--- config.mk ---
export PLATFORM = sky130hd
export DESIGN_NAME = tdm_demux_8_flat
export DESIGN_NICKNAME = d
export VERILOG_FILES = /design/src/rtl/tdm_demux_8_if.sv /design/src/rtl/tdm_demux_8.sv /design/src/flat_wrapper.sv
export SDC_FILE = /design/constraint.sdc
export NUM_CORES = 1
export LEC_CHECK = 0
export CORE_ASPECT_RATIO = 1.4
export CORE_MARGIN = 2
export CORE_UTILIZATION = 48
export CTS_BUF_LIST = sky130_fd_sc_hd__clkbuf_8
export DETAILED_ROUTE_END_ITERATION = 16
export PLACE_DENSITY = 0.78
export SETUP_SLACK_MARGIN = 0.15
export SLEW_MARGIN = 25
export SYNTH_ARGS = -nofsm -noshare
export SYNTH_HDL_FRONTEND = slang
export SYNTH_SLANG_ARGS = --single-unit
--- constraint.sdc ---
create_clock -name i_clk -period 1.8 [get_ports i_clk]
set_input_delay 0.36 -clock i_clk [delete_from_list [all_inputs] [get_ports i_clk]]
set_output_delay 0.36 -clock i_clk [all_outputs]
set_load 0.05 [all_outputs]
--- src/rtl/tdm_demux_8_if.sv ---
// tdm_demux_8_if: serial sample bus into tdm_demux_8 and its demuxed outputs; din_par/par_err exist only with TDM_DEMUX_PARITY_EN
interface tdm_demux_8_if #(parameter int WIDTH = 1);
  logic [WIDTH-1:0]   din;
  logic               din_valid;
  logic               frame_sync;
  logic [WIDTH-1:0]   ch_data;
  logic [7:0]         ch_strobe;
  logic [8*WIDTH-1:0] dout;
  logic               dout_valid;
  logic               sync_err;
  logic               locked;
`ifdef TDM_DEMUX_PARITY_EN
  logic               din_par;
  logic               par_err;
  modport master (output din, din_valid, frame_sync, din_par,
                  input ch_data, ch_strobe, dout, dout_valid, sync_err, locked, par_err);
  modport slave  (input din, din_valid, frame_sync, din_par,
                  output ch_data, ch_strobe, dout, dout_valid, sync_err, locked, par_err);
`else
  modport master (output din, din_valid, frame_sync,
                  input ch_data, ch_strobe, dout, dout_valid, sync_err, locked);
  modport slave  (input din, din_valid, frame_sync,
                  output ch_data, ch_strobe, dout, dout_valid, sync_err, locked);
`endif
endinterface

--- src/rtl/tdm_demux_8.sv ---
// tdm_demux_8: 8-slot TDM demultiplexer with sync hunt/lock; TDM_DEMUX_PARITY_EN adds per-beat even parity and bad-frame suppression
module tdm_demux_8 #(parameter int WIDTH = 1) (
  input  logic         i_clk,
  input  logic         i_rst_n,
  tdm_demux_8_if.slave bus
);
  typedef enum logic {HUNT, LOCKED} state_t;
  state_t             r_state, w_state_nxt;
  logic [2:0]         r_slot, w_slot_nxt, w_idx;
  logic               w_accept, w_err, w_bad;
  logic [8*WIDTH-1:0] r_shadow, r_dout;
  logic [WIDTH-1:0]   r_ch_data;
  logic [7:0]         r_ch_strobe;
  logic               r_dout_valid, r_sync_err;

  // framing decision for the current beat: which slot it lands in, whether it is kept, and state/slot advance
  always_comb begin
    w_state_nxt = r_state;
    w_accept    = 1'b0;
    w_err       = 1'b0;
    w_idx       = bus.frame_sync ? 3'd0 : r_slot;
    if (bus.din_valid) begin
      if (r_state == HUNT) begin
        w_accept    = bus.frame_sync;
        w_state_nxt = bus.frame_sync ? LOCKED : HUNT;
      end else begin
        w_accept    = bus.frame_sync | (r_slot != 3'd0);
        w_err       = bus.frame_sync ? (r_slot != 3'd0) : (r_slot == 3'd0);
        w_state_nxt = (!bus.frame_sync && r_slot == 3'd0) ? HUNT : LOCKED;
      end
    end
    w_slot_nxt = w_accept ? w_idx + 3'd1 : r_slot;
  end

  // state and slot registers
  always_ff @(posedge i_clk or negedge i_rst_n) begin
    if (!i_rst_n) begin
      r_state <= HUNT;
      r_slot  <= 3'd0;
    end else begin
      r_state <= w_state_nxt;
      r_slot  <= w_slot_nxt;
    end
  end

  // per-slot strobe, shadow capture and whole-frame publish on the slot-7 beat
  always_ff @(posedge i_clk or negedge i_rst_n) begin
    if (!i_rst_n) begin
      r_shadow     <= '0;
      r_dout       <= '0;
      r_ch_data    <= '0;
      r_ch_strobe  <= '0;
      r_dout_valid <= 1'b0;
      r_sync_err   <= 1'b0;
    end else begin
      if (w_accept) r_shadow[w_idx*WIDTH +: WIDTH] <= bus.din;
      if (w_accept) r_ch_data <= bus.din;
      if (w_accept && w_idx == 3'd7 && !w_bad) r_dout <= {bus.din, r_shadow[7*WIDTH-1:0]};
      r_ch_strobe  <= w_accept ? (8'd1 << w_idx) : 8'd0;
      r_dout_valid <= w_accept && w_idx == 3'd7 && !w_bad;
      r_sync_err   <= w_err;
    end
  end

`ifdef TDM_DEMUX_PARITY_EN
  logic r_bad, r_par_err, w_perr;
  assign w_perr = ^{bus.din, bus.din_par};
  assign w_bad  = ((w_idx == 3'd0) ? 1'b0 : r_bad) | w_perr;
  // bad-frame mark restarts at slot 0 and accumulates parity errors of kept beats
  always_ff @(posedge i_clk or negedge i_rst_n) begin
    if (!i_rst_n) begin
      r_bad     <= 1'b0;
      r_par_err <= 1'b0;
    end else begin
      r_bad     <= w_accept ? w_bad : r_bad;
      r_par_err <= w_accept & w_perr;
    end
  end
  assign bus.par_err = r_par_err;
`else
  assign w_bad = 1'b0;
`endif

  assign bus.ch_data    = r_ch_data;
  assign bus.ch_strobe  = r_ch_strobe;
  assign bus.dout       = r_dout;
  assign bus.dout_valid = r_dout_valid;
  assign bus.sync_err   = r_sync_err;
  assign bus.locked     = (r_state == LOCKED);
endmodule
--- src/flat_wrapper.sv ---
// flat-port wrapper written by rule: the top's interface ports become plain ports
module tdm_demux_8_flat 
#(parameter int WIDTH = 1)
  (i_clk, i_rst_n, bus_din, bus_din_valid, bus_frame_sync, bus_ch_data, bus_ch_strobe, bus_dout, bus_dout_valid, bus_sync_err, bus_locked);
  tdm_demux_8_if #(.WIDTH(WIDTH)) bus_i ();
  input  logic i_clk;
  input  logic i_rst_n;
  input wire logic [$bits(bus_i.din)-1:0] bus_din;
  input wire logic [$bits(bus_i.din_valid)-1:0] bus_din_valid;
  input wire logic [$bits(bus_i.frame_sync)-1:0] bus_frame_sync;
  output wire logic [$bits(bus_i.ch_data)-1:0] bus_ch_data;
  output wire logic [$bits(bus_i.ch_strobe)-1:0] bus_ch_strobe;
  output wire logic [$bits(bus_i.dout)-1:0] bus_dout;
  output wire logic [$bits(bus_i.dout_valid)-1:0] bus_dout_valid;
  output wire logic [$bits(bus_i.sync_err)-1:0] bus_sync_err;
  output wire logic [$bits(bus_i.locked)-1:0] bus_locked;
  assign bus_i.din = bus_din;
  assign bus_i.din_valid = bus_din_valid;
  assign bus_i.frame_sync = bus_frame_sync;
  assign bus_ch_data = bus_i.ch_data;
  assign bus_ch_strobe = bus_i.ch_strobe;
  assign bus_dout = bus_i.dout;
  assign bus_dout_valid = bus_i.dout_valid;
  assign bus_sync_err = bus_i.sync_err;
  assign bus_locked = bus_i.locked;
  tdm_demux_8 #(.WIDTH(WIDTH)) u_core (.i_clk(i_clk), .i_rst_n(i_rst_n), .bus(bus_i));
endmodule
# Word level (Yosys, flattened, before mapping)
# Cells that the tools add are included.
word_totals:
  memories: 0
  mem_bits_rw: 0
  output_inout_bits: 20
  ff_bits: 31
  mem_bits_ro: 0
  latchBits: 0
op_classes:
  bitwise_logic: 1
  eq_ne: 1
  mux: 11
  order_cmp: 0
  div: 0
  shift: 3
  add_sub_neg: 2
  n_mul: 0
  n_reduce_logical: 5
ops:
  columns: ["operator", "count"]
  rows:
  - ["3-bit negation with 34-bit output", 1]
  - ["1-bit by 34-bit variable shift with 8-bit output, first input constant", 1]
  - ["1-bit by 34-bit indexed part select with 8-bit output", 1]
  - ["8-bit bitwise mux", 1]
  - ["1-bit 2-to-1 mux", 8]
  - ["8-bit 2-to-1 mux", 1]
  - ["1-bit by 3-bit << shifter with 8-bit output, first input constant", 1]
  - ["3-bit by 1-bit adder with 3-bit output, second input constant", 1]
  - ["3-bit == test, second input constant", 1]
  - ["3-bit logical NOT", 1]
  - ["3-bit 2-to-1 mux", 1]
  - ["3-bit nonzero test", 1]
  - ["1-bit logical AND", 2]
  - ["1-bit logical NOT", 1]
  - ["1-bit OR", 1]

# Depth between registers and ports, before layout
logic_depth:
  ltp_word: 5
  mapped_depth: 7
  mapped_depth_nobuf: 7

# Least setup slack after synthesis
# OpenSTA, ideal clock, no wires.
synth_path:
  path_type: "flip-flop to flip-flop"
  startpoint: "register u_core.r_slot[0]"
  endpoint: "register u_core.r_dout[0], in the netlist u_core.bus.dout[0]"
  setup_time_ns: 0.125
  path_stages_with_launch: 7
  arrival_ns: 1.797
  slack_ns: -0.122
  period_less_slack_ns: 1.922
  required_ns: 1.675
  n_path_buf: 0
  cell_sequence: "dfrtp_1 nor3_2 ha_1 and2b_1 o21a_2 nand2_2 mux2_2"
synth_between:
  elab_chain_cells: 5
  elab_cells_between_ends: 7
synth_rtl:
  columns: ["item", "line_no", "rtl"]
  rows:
  - ["start: declaration", "tdm_demux_8.sv:9", "logic [2:0] r_slot, w_slot_nxt, w_idx;"]
  - ["start signal: assignment", "tdm_demux_8.sv:42", "r_slot <= w_slot_nxt;"]
  - ["3-bit nonzero test", "tdm_demux_8.sv:27", "w_accept = bus.frame_sync | (r_slot != 3'd0);"]
  - ["1-bit OR", "tdm_demux_8.sv:27", null]
  - ["1-bit 2-to-1 mux", "tdm_demux_8.sv:23", "if (r_state == HUNT) begin"]
  - ["1-bit 2-to-1 mux", "tdm_demux_8.sv:22", "if (bus.din_valid) begin"]
  - ["1-bit logical AND *", "tdm_demux_8.sv:58", "if (w_accept && w_idx == 3'd7 && !w_bad) r_dout <= {bus.din, r_shadow[7*WIDTH-1:0]};"]
  - ["end signal: assignment", "tdm_demux_8.sv:58", null]
  - ["end: declaration", "tdm_demux_8.sv:11", "logic [8*WIDTH-1:0] r_shadow, r_dout;"]
# Mark *: on every way between the ends. The rest lies on a longest branch, timed or not.
# A chain may end at the register's enable or synchronous reset.

# Worst setup path in the final report
layout_path:
  startpoint: "register u_core.r_slot[1]"
  endpoint: "register u_core.r_shadow[5]"
layout_between:
  elab_chain_cells: 4
  elab_cells_between_ends: 9
layout_rtl:
  columns: ["item", "line_no", "rtl"]
  rows:
  - ["3-bit 2-to-1 mux or 3-bit nonzero test (tied branches)", "tdm_demux_8.sv:21, tdm_demux_8.sv:27", null]
  - ["3-bit negation with 34-bit output or 1-bit OR (tied branches)", "tdm_demux_8.sv:56, tdm_demux_8.sv:27", null]
  - ["1-bit by 34-bit indexed part select with 8-bit output, or another cell as far along", "tdm_demux_8.sv:56", "if (w_accept) r_shadow[w_idx*WIDTH +: WIDTH] <= bus.din;"]
  - ["8-bit bitwise mux or 1-bit 2-to-1 mux (tied branches)", "tdm_demux_8.sv:56, tdm_demux_8.sv:22", null]
  - ["end signal: indexed assignment", "tdm_demux_8.sv:56", null]
  - ["end: declaration", "tdm_demux_8.sv:11", null]
# Several ways; a longest one is shown, not always the timed one.

==> results summary <==
The number of search-and-repair iterations in the first detailed-routing pass came out at 3. The worst hold slack after final layout came out at 0.453 ns. After detailed routing, the number of remaining DRC violations is 0. After layout, the worst setup slack is -0.0685 ns. The share of the Yosys chip area taken by registers is 55.2%. The maximum fanout along the worst path came out at 6. After synthesis, the largest family of logic cells by area is multiplexers. The clock latency on the worst-skew pair came out at 0.28 ns. The detail route stage leaves a number of antenna-violating nets equal to 0. The number of H-tree levels is 2. The I/O pin count came out at 25. The via count of the first global-routing pass was 1030. The number of buffers created by CTS came out at 5. The checks that failed: setup timing. The initial antenna violation count is 0. Traced cell by cell, the critical path runs through nor3_4, ha_1, and2b_1, nor4b_4, buf_4, nand3b_1, mux2_2. The overall global routing resource usage is 21.5%. The post-detailed-placement half-perimeter wirelength came out at 1960 um.

Once the floorplan was initialized, standard cells occupied 50.2% of the core. The area growth from synthesis to layout came out at 41.8%. The global-route wire length before repair is 4730 um. The slowest stage of the critical path belongs to the cell dfrtp_1. The height of the die came out at 65.9 um. For the pin with the worst max-slew slack, the measured transition is 0.484 ns. On the final layout, the worst clock skew is 0.00493 ns. The total overflow left after global routing is 0.

The synthesized-area fraction occupied by ao, oa, aoi and oai cells came out at 2.67%. The post-synthesis register bit count came out at 29. The nature of the critical path endpoint is a register. The total area inside the core boundary comes to 0.00262 mm2.

During synthesis, Yosys emitted a total of 0 warnings. The master cell of the clock root buffer is clkbuf_8. The net count of the finished layout is 171. Synthesis produced 102 cells. The stage delay of the slowest cell on the critical path came out at 0.43 ns. The share of synthesized cell area in and, or, nand and nor gates is 14.4%.

The run finished, with violations left. The gate family responsible for the most delay along the worst path is simple AND/OR/NAND/NOR gates. The adder-cell share of the synthesized area came out at 10.5%. After Yosys synthesis, XOR and XNOR cells account for 0% of the synthesized area. The cell row count came out at 22.

The largest net degree at the start of global routing is 30. The minimum setup slack after placement is -0.494 ns. The number of inserted diodes came out at 0. The worst pin sits at a relative slew slack of 67.8%.

The critical path is of the register to register type. The number of buffers and inverters on the critical path is 1. The count of maximum capacitance violations is 0.

Counting along the longest clock path gives a buffer depth of 2. The leakage power of the design came out at 1.03 nW. After detailed routing, the average wire length per cell comes to 14.1 um. In this run the tool buffered the top-level ports with 24 buffer cells.

In this run the worst hold path is classified as input port to async pin. The number of endpoints failing setup at the final stage came out at 16. The share of final-layout standard cells stronger than drive strength 1 came out at 48.1%.

The netlist area before placement is 0.00131 mm2. The sum of routed wire length over all layers came out at 2720 um. The achievable clock frequency is 535 MHz. The final critical path time including I/O delays and setup is 1.87 ns.

The average size of a mapped cell is 12.9 um2. Measured along the x axis, the die boundary spans 48.2 um. The sink count of the clock tree is 29. The final count of pins violating max slew is 0. The arrival time at the worst endpoint came out at 2.03 ns. Across all layers, the routed design uses 953 vias. The total count of hold-check failures in the final report came out at 0. After routing the design area is 0.00186 mm2. The number of design-rule violations left by the first detailed-router iteration came out at 16. The worst voltage drop across the vdd grid came out at 0.888 mV. TritonCTS built the clock tree. The ratio of final minimum period to clock period is 104%. The total cell area at the placement stage came out at 0.00170 mm2.

The area of the die came out at 0.00318 mm2. The mux cell area share after synthesis is 14.6%. STA classifies the critical path startpoint as a register. The detail-routed via count per cell is 4.96. STA puts the critical path data required time at 1.97 ns. The ratio of total power to cell area is 1250 mW/mm2. Setup repair after global routing could not meet its margin everywhere. Counting every net in the synthesized netlist gives 118. The number of distinct library cell variants in the gate-level netlist after synthesis is 24. The last weighted congestion value of the routability-driven placer is 0.871. Clock-pin slew was measured on the worst setup and hold paths at 0.06 ns.
[layout by cell type, fill, tap and decap left out]
cell             synthesis  final
buf_4                    1     42
and2_1                   3      3
clkdlybuf4s50_1          0      3
mux2_1                   4      4
and2b_1                  1      1
inv_2                    1      2
nand2_1                  6      6
clkbuf_8                 0      7
nor3_1                   3      3
ha_1                    11      9
mux2_2                  13     13
o21a_4                   0      1
dlygate4sd2_1            0      2
nor4b_4                  1      1
nor3_4                   0      1
ha_4                     0      1
nand3_1                  4      4
dfrtp_2                  0      2
clkinv_2                 0      1
ha_2                     0      1
nand3b_1                 2      2
nor2_1                   5      5
nand2_4                  0      2
inv_1                    5      4
a21o_1                   1      1
and3_1                   4      4
o2111ai_2                0      1
dfrtp_1                 29     27
nor2b_1                  1      1
a21oi_1                  2      2
[area by class of cell]
class	count	area, um2
well taps	36	45.0
clock inverters	1	5.00
clock buffers	7	96.3
flip-flops and latches	29	728
fillers	189	752
repair buffers	47	363
inverters	6	22.5
multi-input cells	66	603
[flip-flops by register name, indices dropped and copies added (netlist names)]
name and cells:
u_core.bus.ch_data 1, u_core.bus.sync_err 1, u_core.r_shadow 7, u_core.bus.ch_strobe 8, u_core.bus.dout 8, u_core.bus.locked 1
u_core.r_slot 3
[synthesized netlist by cell type, drive strengths merged]
library cell,number,area [um2]
dfrtp,29,726
mux2,17,191
ha,11,138
nand2,7,28.8
inv,6,22.5
nor2,5,18.8
and3,4,25.0
nand3,4,20.0
nor3,4,25.0
and2,3,18.8
a21oi,2,10.0
buf,2,12.5
nand3b,2,15.0
a21o,1,7.51
and2b,1,7.51
nor2b,1,6.26
nor4b,1,23.8
o2111ai,1,8.76
o21a,1,8.76
[path summary, 6_finish.rpt]
kind	slack, ns	to	cells past startpoint	from
worst min-delay path	0.45	u_core.bus.ch_strobe[7]	2	i_rst_n
max in group asynchronous	1.06	u_core.r_slot[0]	2	i_rst_n
worst min register to register	0.50	u_core.r_shadow[6]	1	u_core.r_shadow[6]
min in group i_clk	0.50	u_core.r_shadow[6]	1	u_core.r_shadow[6]
worst max-delay path	-0.07	u_core.r_shadow[5]	7	u_core.r_slot[1]
worst max register to register	-0.07	u_core.r_shadow[5]	7	u_core.r_slot[1]
[repair_timing]
action                                 CTS  global route
resized for setup                        7             0
buffers inserted                         4             1
pin swaps                                5             1
hold buffers                             0             0
setup endpoints to repair               27            28
endpoints found under the hold margin    0             0
cloned                                   1             0
[power by group]
part / internal (mW) / switching [mW] / leakage [nW]
logic: 0.411 / 0.497 / 0.585
clock network: 0.344 / 0.234 / 0.0542
registers: 0.767 / 0.0842 / 0.386
total: 1.52 / 0.815 / 1.03
[kinds of logic after synthesis]
logic type / Yosys count
AND/OR/NAND/NOR: 32
flip-flops: 29
multiplexers: 17
adder cells (fa/ha/maj): 11
buffers and inverters: 8
AO/OA/AOI/OAI: 5
[per-layer routing]
layer	global-route usage (%)	wire length (um)
met4	8.11	80
met1	23.4	1020
met3	7.10	130
met5	0	0
met2	36.5	1480
[metrics by stage]
stage               instances  total power [mW]  utilization (%)  setup TNS, ns
global placement          178              1.69             65.1          -7.21
floorplan                 102              1.37                -              0
global route              192              2.48             71.2          -1.98
finish                    192              2.34             71.2         -0.555
CTS                       191              2.34             71.0         -0.257
detailed placement        178              1.72             65.1          -8.54
(Power assumes the default switching activity.)
